==> src/rtl/dig_map_arbiter.sv <==
`timescale 1ns/1ps
// dig_map_arbiter
//   Owns the 40x30 dug-tunnel bitmap (one bit per 16x16 cell of the 640x480
//   playfield) held in a single-port 1200x1 store. The store is shared by
//   the background renderer (one read per 16 pixels), the digger (marks a
//   cell dug) and the monster logic (asks whether a cell is dug). A clear
//   sweep zeroes the whole map after reset or on clearLevel.
//
// Ports
//   clk, resetN           pixel clock, asynchronous active-low reset
//   pixelX, pixelY        current raster position (incl. blanking)
//   clearLevel            one-cycle pulse, restarts the clear sweep
//   busy                  high while the clear sweep runs
//   digReq/digCol/digRow  digger write request (held until granted)
//   digGrant              write performed at the end of this cycle
//   qryReq/qryCol/qryRow  monster query request (held until granted)
//   qryGrant              read issued this cycle
//   qryValid, qryDug      query result, one cycle after qryGrant
//   dugPixel              registered dug flag for the raster position
module dig_map_arbiter #(
  parameter int H_TOTAL = 800,
  parameter int V_TOTAL = 525
) (
  input  logic        clk,
  input  logic        resetN,
  input  logic [10:0] pixelX,
  input  logic [10:0] pixelY,
  input  logic        clearLevel,
  output logic        busy,
  input  logic        digReq,
  input  logic [5:0]  digCol,
  input  logic [4:0]  digRow,
  output logic        digGrant,
  input  logic        qryReq,
  input  logic [5:0]  qryCol,
  input  logic [4:0]  qryRow,
  output logic        qryGrant,
  output logic        qryValid,
  output logic        qryDug,
  output logic        dugPixel
);

  localparam int CELLS = 1200;
  localparam int VIS_W = 640;
  localparam int VIS_H = 480;
  localparam logic [10:0] LAST_CELL = 11'(CELLS - 1);

  typedef enum logic {
    S_CLEAR,
    S_RUN
  } state_t;

  state_t      state_q, state_d;
  logic [10:0] clr_cnt_q, clr_cnt_d;

  // row*40 + col, computed as (row<<5)+(row<<3)+col
  function automatic logic [10:0] cell_addr(input logic [10:0] row,
                                            input logic [10:0] col);
    return (row << 5) + (row << 3) + col;
  endfunction

  // ---------------------------------------------------------------------
  // Render slot: fetch the cell the raster enters next.
  // ---------------------------------------------------------------------
  logic [10:0] x_next;
  logic [10:0] y_next;
  logic        slot_mid;
  logic        slot_eol;
  logic        slot;
  logic [10:0] slot_addr;
  logic        pix_vis;

  always_comb begin
    x_next    = pixelX + 11'd1;
    y_next    = (pixelY == 11'(V_TOTAL - 1)) ? '0 : pixelY + 11'd1;
    slot_mid  = (pixelX[3:0] == 4'hF) && (pixelX < 11'(VIS_W - 1)) &&
                (pixelY < 11'(VIS_H));
    slot_eol  = (pixelX == 11'(H_TOTAL - 1)) && (y_next < 11'(VIS_H));
    slot      = (state_q == S_RUN) && (slot_mid || slot_eol);
    slot_addr = slot_eol ? cell_addr(y_next >> 4, '0)
                         : cell_addr(pixelY >> 4, x_next >> 4);
    pix_vis   = (pixelX < 11'(VIS_W)) && (pixelY < 11'(VIS_H));
  end

  // ---------------------------------------------------------------------
  // Requester arbitration
  // ---------------------------------------------------------------------
  logic        favor_qry_q;
  logic        dig_oor;
  logic        qry_oor;
  logic [10:0] dig_addr;
  logic [10:0] qry_addr;
  logic        free_slot;

  always_comb begin
    dig_oor   = (digCol >= 6'd40) || (digRow >= 5'd30);
    qry_oor   = (qryCol >= 6'd40) || (qryRow >= 5'd30);
    dig_addr  = cell_addr({6'b0, digRow}, {5'b0, digCol});
    qry_addr  = cell_addr({6'b0, qryRow}, {5'b0, qryCol});
    free_slot = (state_q == S_RUN) && !slot;
    digGrant  = free_slot && digReq && (!qryReq || !favor_qry_q);
    qryGrant  = free_slot && qryReq && (!digReq || favor_qry_q);
    busy      = (state_q == S_CLEAR);
  end

  // ---------------------------------------------------------------------
  // Store port: exactly one access per cycle
  // ---------------------------------------------------------------------
  logic        mem [CELLS];
  logic        mem_we;
  logic        mem_wdata;
  logic [10:0] mem_addr;

  always_comb begin
    mem_we    = 1'b0;
    mem_wdata = 1'b0;
    mem_addr  = qry_addr;
    if (state_q == S_CLEAR) begin
      mem_we   = 1'b1;
      mem_addr = clr_cnt_q;
    end else if (slot) begin
      mem_addr = slot_addr;
    end else if (digGrant && !dig_oor) begin
      mem_we    = 1'b1;
      mem_wdata = 1'b1;
      mem_addr  = dig_addr;
    end
  end

  always_ff @(posedge clk) begin
    if (mem_we) mem[mem_addr] <= mem_wdata;
  end

  // ---------------------------------------------------------------------
  // Sweep FSM
  // ---------------------------------------------------------------------
  always_comb begin
    state_d   = state_q;
    clr_cnt_d = clr_cnt_q;
    if (state_q == S_CLEAR) begin
      clr_cnt_d = clr_cnt_q + 11'd1;
      if (clr_cnt_q == LAST_CELL) begin
        state_d   = S_RUN;
        clr_cnt_d = '0;
      end
    end
    if (clearLevel) begin
      state_d   = S_CLEAR;
      clr_cnt_d = '0;
    end
  end

  always_ff @(posedge clk or negedge resetN) begin
    if (!resetN) begin
      state_q   <= S_CLEAR;
      clr_cnt_q <= '0;
    end else begin
      state_q   <= state_d;
      clr_cnt_q <= clr_cnt_d;
    end
  end

  // ---------------------------------------------------------------------
  // Read data registers. The single read port feeds two enabled holding
  // registers so a query read never disturbs the cell being displayed.
  // dugPixel is one cycle behind the raster: the slot result lands in
  // slot_data_q while the cell's first pixel is on pixelX, and dugPixel
  // follows on the next cycle.
  // ---------------------------------------------------------------------
  logic slot_data_q;
  logic qry_valid_q;
  logic qry_dug_q;
  logic dug_pixel_q;

  always_ff @(posedge clk or negedge resetN) begin
    if (!resetN) begin
      favor_qry_q <= 1'b0;
      slot_data_q <= 1'b0;
      qry_valid_q <= 1'b0;
      qry_dug_q   <= 1'b0;
      dug_pixel_q <= 1'b0;
    end else begin
      if (digGrant)      favor_qry_q <= 1'b1;
      else if (qryGrant) favor_qry_q <= 1'b0;
      if (slot) slot_data_q <= mem[mem_addr];
      qry_valid_q <= qryGrant;
      if (qryGrant) qry_dug_q <= qry_oor ? 1'b0 : mem[mem_addr];
      dug_pixel_q <= (state_q == S_RUN) && pix_vis && slot_data_q;
    end
  end

  assign qryValid = qry_valid_q;
  assign qryDug   = qry_dug_q;
  assign dugPixel = dug_pixel_q;

endmodule

==> config.mk <==
export PLATFORM = sky130hd
export DESIGN_NAME = dig_map_arbiter
export DESIGN_NICKNAME = d
export VERILOG_FILES = /design/src/rtl/dig_map_arbiter.sv
export SDC_FILE = /design/constraint.sdc
export NUM_CORES = 2
export LEC_CHECK = 0
export BUFFER_PORTS_ARGS = -buffer_cell sky130_fd_sc_hd__buf_2
export CAP_MARGIN = 30
export CORE_ASPECT_RATIO = 1.5
export CORE_MARGIN = 3
export CORE_UTILIZATION = 63
export DETAILED_ROUTE_END_ITERATION = 10
export GPL_ROUTABILITY_DRIVEN = 0
export GPL_TIMING_DRIVEN = 1
export PLACE_DENSITY = 0.83
export SKIP_LAST_GASP = 1
export SYNTH_ARGS = -nofsm -noshare
export SYNTH_HDL_FRONTEND = slang
export SYNTH_SLANG_ARGS = --single-unit
==> constraint.sdc <==
create_clock -name clk -period 62.8 [get_ports clk]
set_input_delay 12.56 -clock clk [delete_from_list [all_inputs] [get_ports clk]]
set_output_delay 12.56 -clock clk [all_outputs]
set_load 0.02 [all_outputs]
# ---- Word-level counts from Yosys, hierarchy flattened
# Memories as Yosys holds them, arrays and structs flattened.
# Index checks and enable logic that the tools add are counted.
dict set report totals {
  register_bits 17
  mem_bits_rw 1200
  input_bits 49
  out_inout_bits 6
  word_cells 76
  n_memories 1
}
# memory depth word_bits rd rd_clocked_by_memory_dff write_ports line_no
set mem_list {}
lappend mem_list {mem 1200 1 1 0 1 109} ;# logic mem [CELLS];
dict set report op_classes {
  addsub 10
  n_lt_le_gt_ge 8
  n_eq_ne 5
  n_mux 20
  n_bitwise 1
  reduce_logical 24
}
# op n
set op_table {}
lappend op_table {{2-to-1 mux 11 bit} 8}
lappend op_table {{adder 11 x 1 -> 11 bit, second input constant} 3}
lappend op_table {{adder 10 x 8 -> 11 bit} 2}
lappend op_table {{adder 11 x 10 -> 11 bit} 2}
lappend op_table {{adder 11 x 6 -> 11 bit} 2}
lappend op_table {{== test 11 x 10 -> 1 bit, second input constant} 2}
lappend op_table {{less-than comparator 11 x 10 -> 1 bit, second input constant} 2}
lappend op_table {{less-than comparator 11 x 9 -> 1 bit, second input constant} 2}
lappend op_table {{logical AND 1 bit} 13}
lappend op_table {{>= comparator 6 bit, second input constant} 2}
lappend op_table {{2-to-1 mux 1 bit} 12}
lappend op_table {{adder 11 x 7 -> 11 bit} 1}
lappend op_table {{== test 11 bit, second input constant} 1}
lappend op_table {{>= comparator 5 bit, second input constant} 2}
lappend op_table {{zero test 1 bit} 5}
lappend op_table {{logical OR 1 bit} 5}
lappend op_table {{== test 4 bit, second input constant} 1}
lappend op_table {{!= test 2 bit, second input constant} 1}
lappend op_table {{nonzero test 2 bit} 1}
lappend op_table {{inverter 1 bit} 1}

# ---- Longest topological paths before layout
dict set report depth {
  word_depth 16
  mapped_depth 24
}

# ---- Least setup slack after synthesis
# Ideal clock, no wire load.
dict set report synth_path {
  path_type {in2reg}
  from {input pixelX[10]}
  to {memory mem[522], enable pin}
  setup_time_ns 0.300
  arrival_time_ns 47.860
  setup_slack_ns 14.640
  path_stages 11
  path_buffers 2
  path_cell_list {nand4b_1 -> o41ai_4 -> or2_2 -> buf_2 -> o31ai_4 -> nor2_1 -> nor2_1 -> nor4_1 -> nand2_1 -> clkbuf_1 -> nor2_1}
}
dict set report synth_via {
  elab_chain_len 15
  elab_cells_between_ends 23
  cone_classes {add/sub (2); order compare (1); eq/ne (1); mux (9); reduce/logical (10)}
}
# item line_no
set synth_rtl {}
lappend synth_rtl {{from (decl)} 26} ;# input logic [10:0] pixelX,
lappend synth_rtl {{parallel branches: the longest is 15 deep, another holds adder 11 x 1 -> 11 bit} -}
lappend synth_rtl {{to (decl)} 109}
# Several ways; the timed one is not identified.

# ---- Worst setup path in the final report
dict set report layout_path {
  from {input pixelX[10]}
  to {output qryGrant}
}
dict set report layout_via {
  elab_chain_len 9
  elab_cells_between_ends 11
  cone_classes {order compare (1); eq/ne (1); reduce/logical (9)}
}
# item line_no
set layout_rtl {}
lappend layout_rtl {{less-than comparator 11 x 10 -> 1 bit} 76} ;# slot_mid = (pixelX[3:0] == 4'hF) && (pixelX < 11'(VIS_W - 1)) &&
lappend layout_rtl {{logical AND 1 bit (2 in a row)} 76}
lappend layout_rtl {{logical OR 1 bit *} 79} ;# slot = (state_q == S_RUN) && (slot_mid || slot_eol);
lappend layout_rtl {{logical AND 1 bit *} 79}
lappend layout_rtl {{zero test 1 bit *} 100} ;# free_slot = (state_q == S_RUN) && !slot;
lappend layout_rtl {{logical AND 1 bit *} 100}
lappend layout_rtl {{logical AND 1 bit * (2 in a row)} 102} ;# qryGrant = free_slot && qryReq && (!digReq || favor_qry_q);
lappend layout_rtl {{to (decl)} 37} ;# output logic qryGrant,
# Every way passes the cells marked *; elsewhere a longest branch is shown, timed or not.

==> results_dict.tcl <==
set metrics [dict create \
    outcome "finished clean" \
    ios 55 \
    cap_viol_max_count 0 \
    min_to "favor_qry_q" \
    clock_latency_ns 0.73 \
    r2r-end "slot_data_q" \
    drt_iter0_drc 6305 \
    period_minus_slack_ns 27.15 \
    cp_common_cell "buf_2" \
    synth.net_count 4885 \
    finClkSkew_ns 0.02927 \
    p_leak_uw 0.02080 \
    crit_path_top_delay_cell "o41ai_4" \
    cts_made_buffers 102 \
    required_ns 50.24 \
    totalWireLength_mm 155.9 \
    syn_to_final_growth_pct 8.885 \
    syn_avg_cell_area_um2 11.71 \
    yosys_warnings 0 \
    die_h_um 371.5 \
    core-area_um2 88030 \
    cp.arrival_ns 14.59 \
    diodes 0 \
    hold_depth 1 \
    grt_pass1_vias 38210 \
    grt_pass1_wl_mm 230.4 \
    syn_area_um2 56100 \
    slew_viol_final 0 \
    cp-start-kind "primary input" \
    portBuffers 54 \
    finalSetupTns_ns 0 \
    setup-violations-final 0 \
    grt_max_degree 160 \
    drt-pass1-iter-count 8 \
    synth.top_cell.area_share_pct 64.23 \
    ys.flop_type "edfxtp_1" \
    synthCells 4793 \
    synth_commonest_cells "nor2_1 (1235), edfxtp_1 (1200), nand2_1 (556), mux2i_1 (541), clkbuf_1 (233)" \
    drive_above_1_share_pct 8.289 \
    rr_startpoint "favor_qry_q" \
    grt_overflow 0 \
    antenna_found_initial 2 \
    hold_viol 0 \
    antenna_left 0 \
    design_area_um2 61090 \
    dieArea_um2 92740 \
    r2r_cells 17 \
    cts-root-buf "clkbuf_16" \
    power_density_nw_per_um2 26.98 \
    path_clk_slew_ns 0.06 \
    synth.area.top_cells "edfxtp_1 (64%), mux2i_1 (9.7%), nor2_1 (8.3%)" \
    vdd_ir_drop_max_mv 0.02170 \
    synth_seq_cells 1217 \
    hp-start "favor_qry_q" \
    period_share_pct 43.23 \
    max_freq_mhz 36.83 \
    wl_per_cell_um 26.52 \
    post-cts-setup-buffer-count 0 \
    setup.worst_path.class "in2out" \
    max-slew-margin-rel_pct 27.61 \
    critical_path.max_stage_delay_ns 0.43 \
    r2r_slack_ns 55.45 \
    place_area_um2 57450 \
    rows 133 \
    yosysSeqAreaShare_pct 64.99 \
    fin_util_pct 69.39 \
    worstPathMaxFanout 8 \
    postLayoutSetupSlackWorst_ns 35.65 \
    synth.most_common_cell "nor2_1" \
    synth.largest_area_cell "edfxtp_1" \
    dpl_worst_slack_ns 35.66 \
    place_hpwl_mm 82.40 \
    cp-end-kind "primary output" \
    cts_buffer_depth 3 \
    cts.repair.resized 0 \
    vias_per_cell 6.707 \
    drc 0 \
    cts_tree "yes" \
    vias 39410 \
    synth_edf_count 1200 \
    total_power_uw 1648 \
    synthArstFlopShare_pct 1.397 \
    ctsHoldBuffers 0 \
    worst_pin_slew_ns 1.086 \
    clock_sinks 1217 \
    h-tree-depth 3 \
    initial_core_util_pct 63.73 \
    worstPathCellList "buf_2 -> nand4b_1 -> o41ai_4 -> or2_2 -> o31a_1 -> nand3_1 -> nor2_1 -> buf_2" \
    grt_usage_pct 33.15 \
    hold_path_class "reg2reg" \
    yosysUniqueCellTypes 76 \
    rsz0062_at_grt "no" \
    nets 4740 \
    fp.dieW_um 249.7 \
]
report_power, final:
| part | leakage [uW] | internal (uW) | switching (uW) |
|---|---|---|---|
| Sequential | 0.0129 | 878 | 0.357 |
| Combinational | 0.00624 | 39.1 | 77.7 |
| Clock | 0.00167 | 361 | 292 |
| Total | 0.0208 | 1280 | 370 |
worst max-delay path by stage:
stage                     slack (ns)  startpoint       end  cells past startpoint
after detailed placement       35.66  pixelX[10]  qryGrant                      8
after global placement         35.74   pixelY[0]  qryGrant                      8
final                          35.65  pixelX[10]  qryGrant                      8
after global routing           35.53  pixelX[10]  qryGrant                      8
after CTS                      35.65  pixelX[10]  qryGrant                      8
after floorplan                14.64  pixelX[10]  mem[522]                     11
routing by layer:
layer / vias up / global-route usage (%) / part of all wire (%)
met5: - / 0 / 0.018
met2: 2891 / 53.99 / 48
li1: 16710 / - / -
met1: 19090 / 39.84 / 32
met4: 4 / 22.44 / 7.2
met3: 721 / 7.206 / 12
registers in the layout (all words and copies together) (netlist names):
register and count:
qryDug 1, mem 1200, qryValid 1, dugPixel 1, state_q 1, clr_cnt_q 11, favor_qry_q 1, slot_data_q 1
area by class of cell:
cell class | count | area, um2
Clock inverter | 70 | 780.7
Timing Repair Buffer | 170 | 1784
Multi-Input combinational cell | 3123 | 17900
Sequential cell | 1217 | 36460
Clock buffer | 115 | 2601
Inverter | 34 | 127.6
Fill cell | 5737 | 26940
Tap cell | 1147 | 1435
logic make-up after synthesis:
kind of cell | after synthesis | share of synthesized area (%)
and+or+nand+nor | 2153 | 15.62
buffers and inverters | 453 | 3.419
xor gates and xnor gates | 28 | 0.4371
adders and majority gates | 43 | 1.066
AOI/OAI and AO/OA | 353 | 4.717
DFF | 1217 | 64.99
muxes | 546 | 9.752
layout by cell type, fill, tap and decap left out, types with 8 or more instances in the layout:
cell,count
fa_1,8
nand2b_1,8
a21oi_1,50
buf_16,28
xor2_1,10
a41oi_1,10
a22oi_1,46
nand4_1,48
o21ai_0,54
nor4_1,9
mux2i_1,541
a2111oi_0,20
nor3_1,8
nor2b_1,12
and3_1,12
clkbuf_1,13
ha_1,35
clkbuf_16,102
bufinv_16,15
a32oi_1,95
a221oi_1,10
nand2_2,33
buf_4,79
nor2_1,1231
edfxtp_1,1200
clkinv_1,20
xnor2_1,18
dfrtp_1,17
inv_1,33
buf_2,55
nand3_1,225
nand2_1,524
clkinv_2,27
worst max-delay path, delay by kind of cell:
| kind | cells | cell delay [ns] |
|---|---|---|
| and+or+nand+nor | 4 | 0.90 |
| AOI/OAI and AO/OA | 2 | 0.78 |
| buffers and inverters | 2 | 0.34 |
stage by stage:
| stage | hold WS [ns] | cells |
|---|---|---|
| floorplan | 0.4734 | 4793 |
| global route | 0.5544 | 5876 |
| global placement | 0.5047 | 5658 |
| detailed placement | 0.5090 | 5681 |
| finish | 0.5205 | 5876 |
| CTS | 0.5230 | 5866 |
Power figures use the tool's default switching activity.
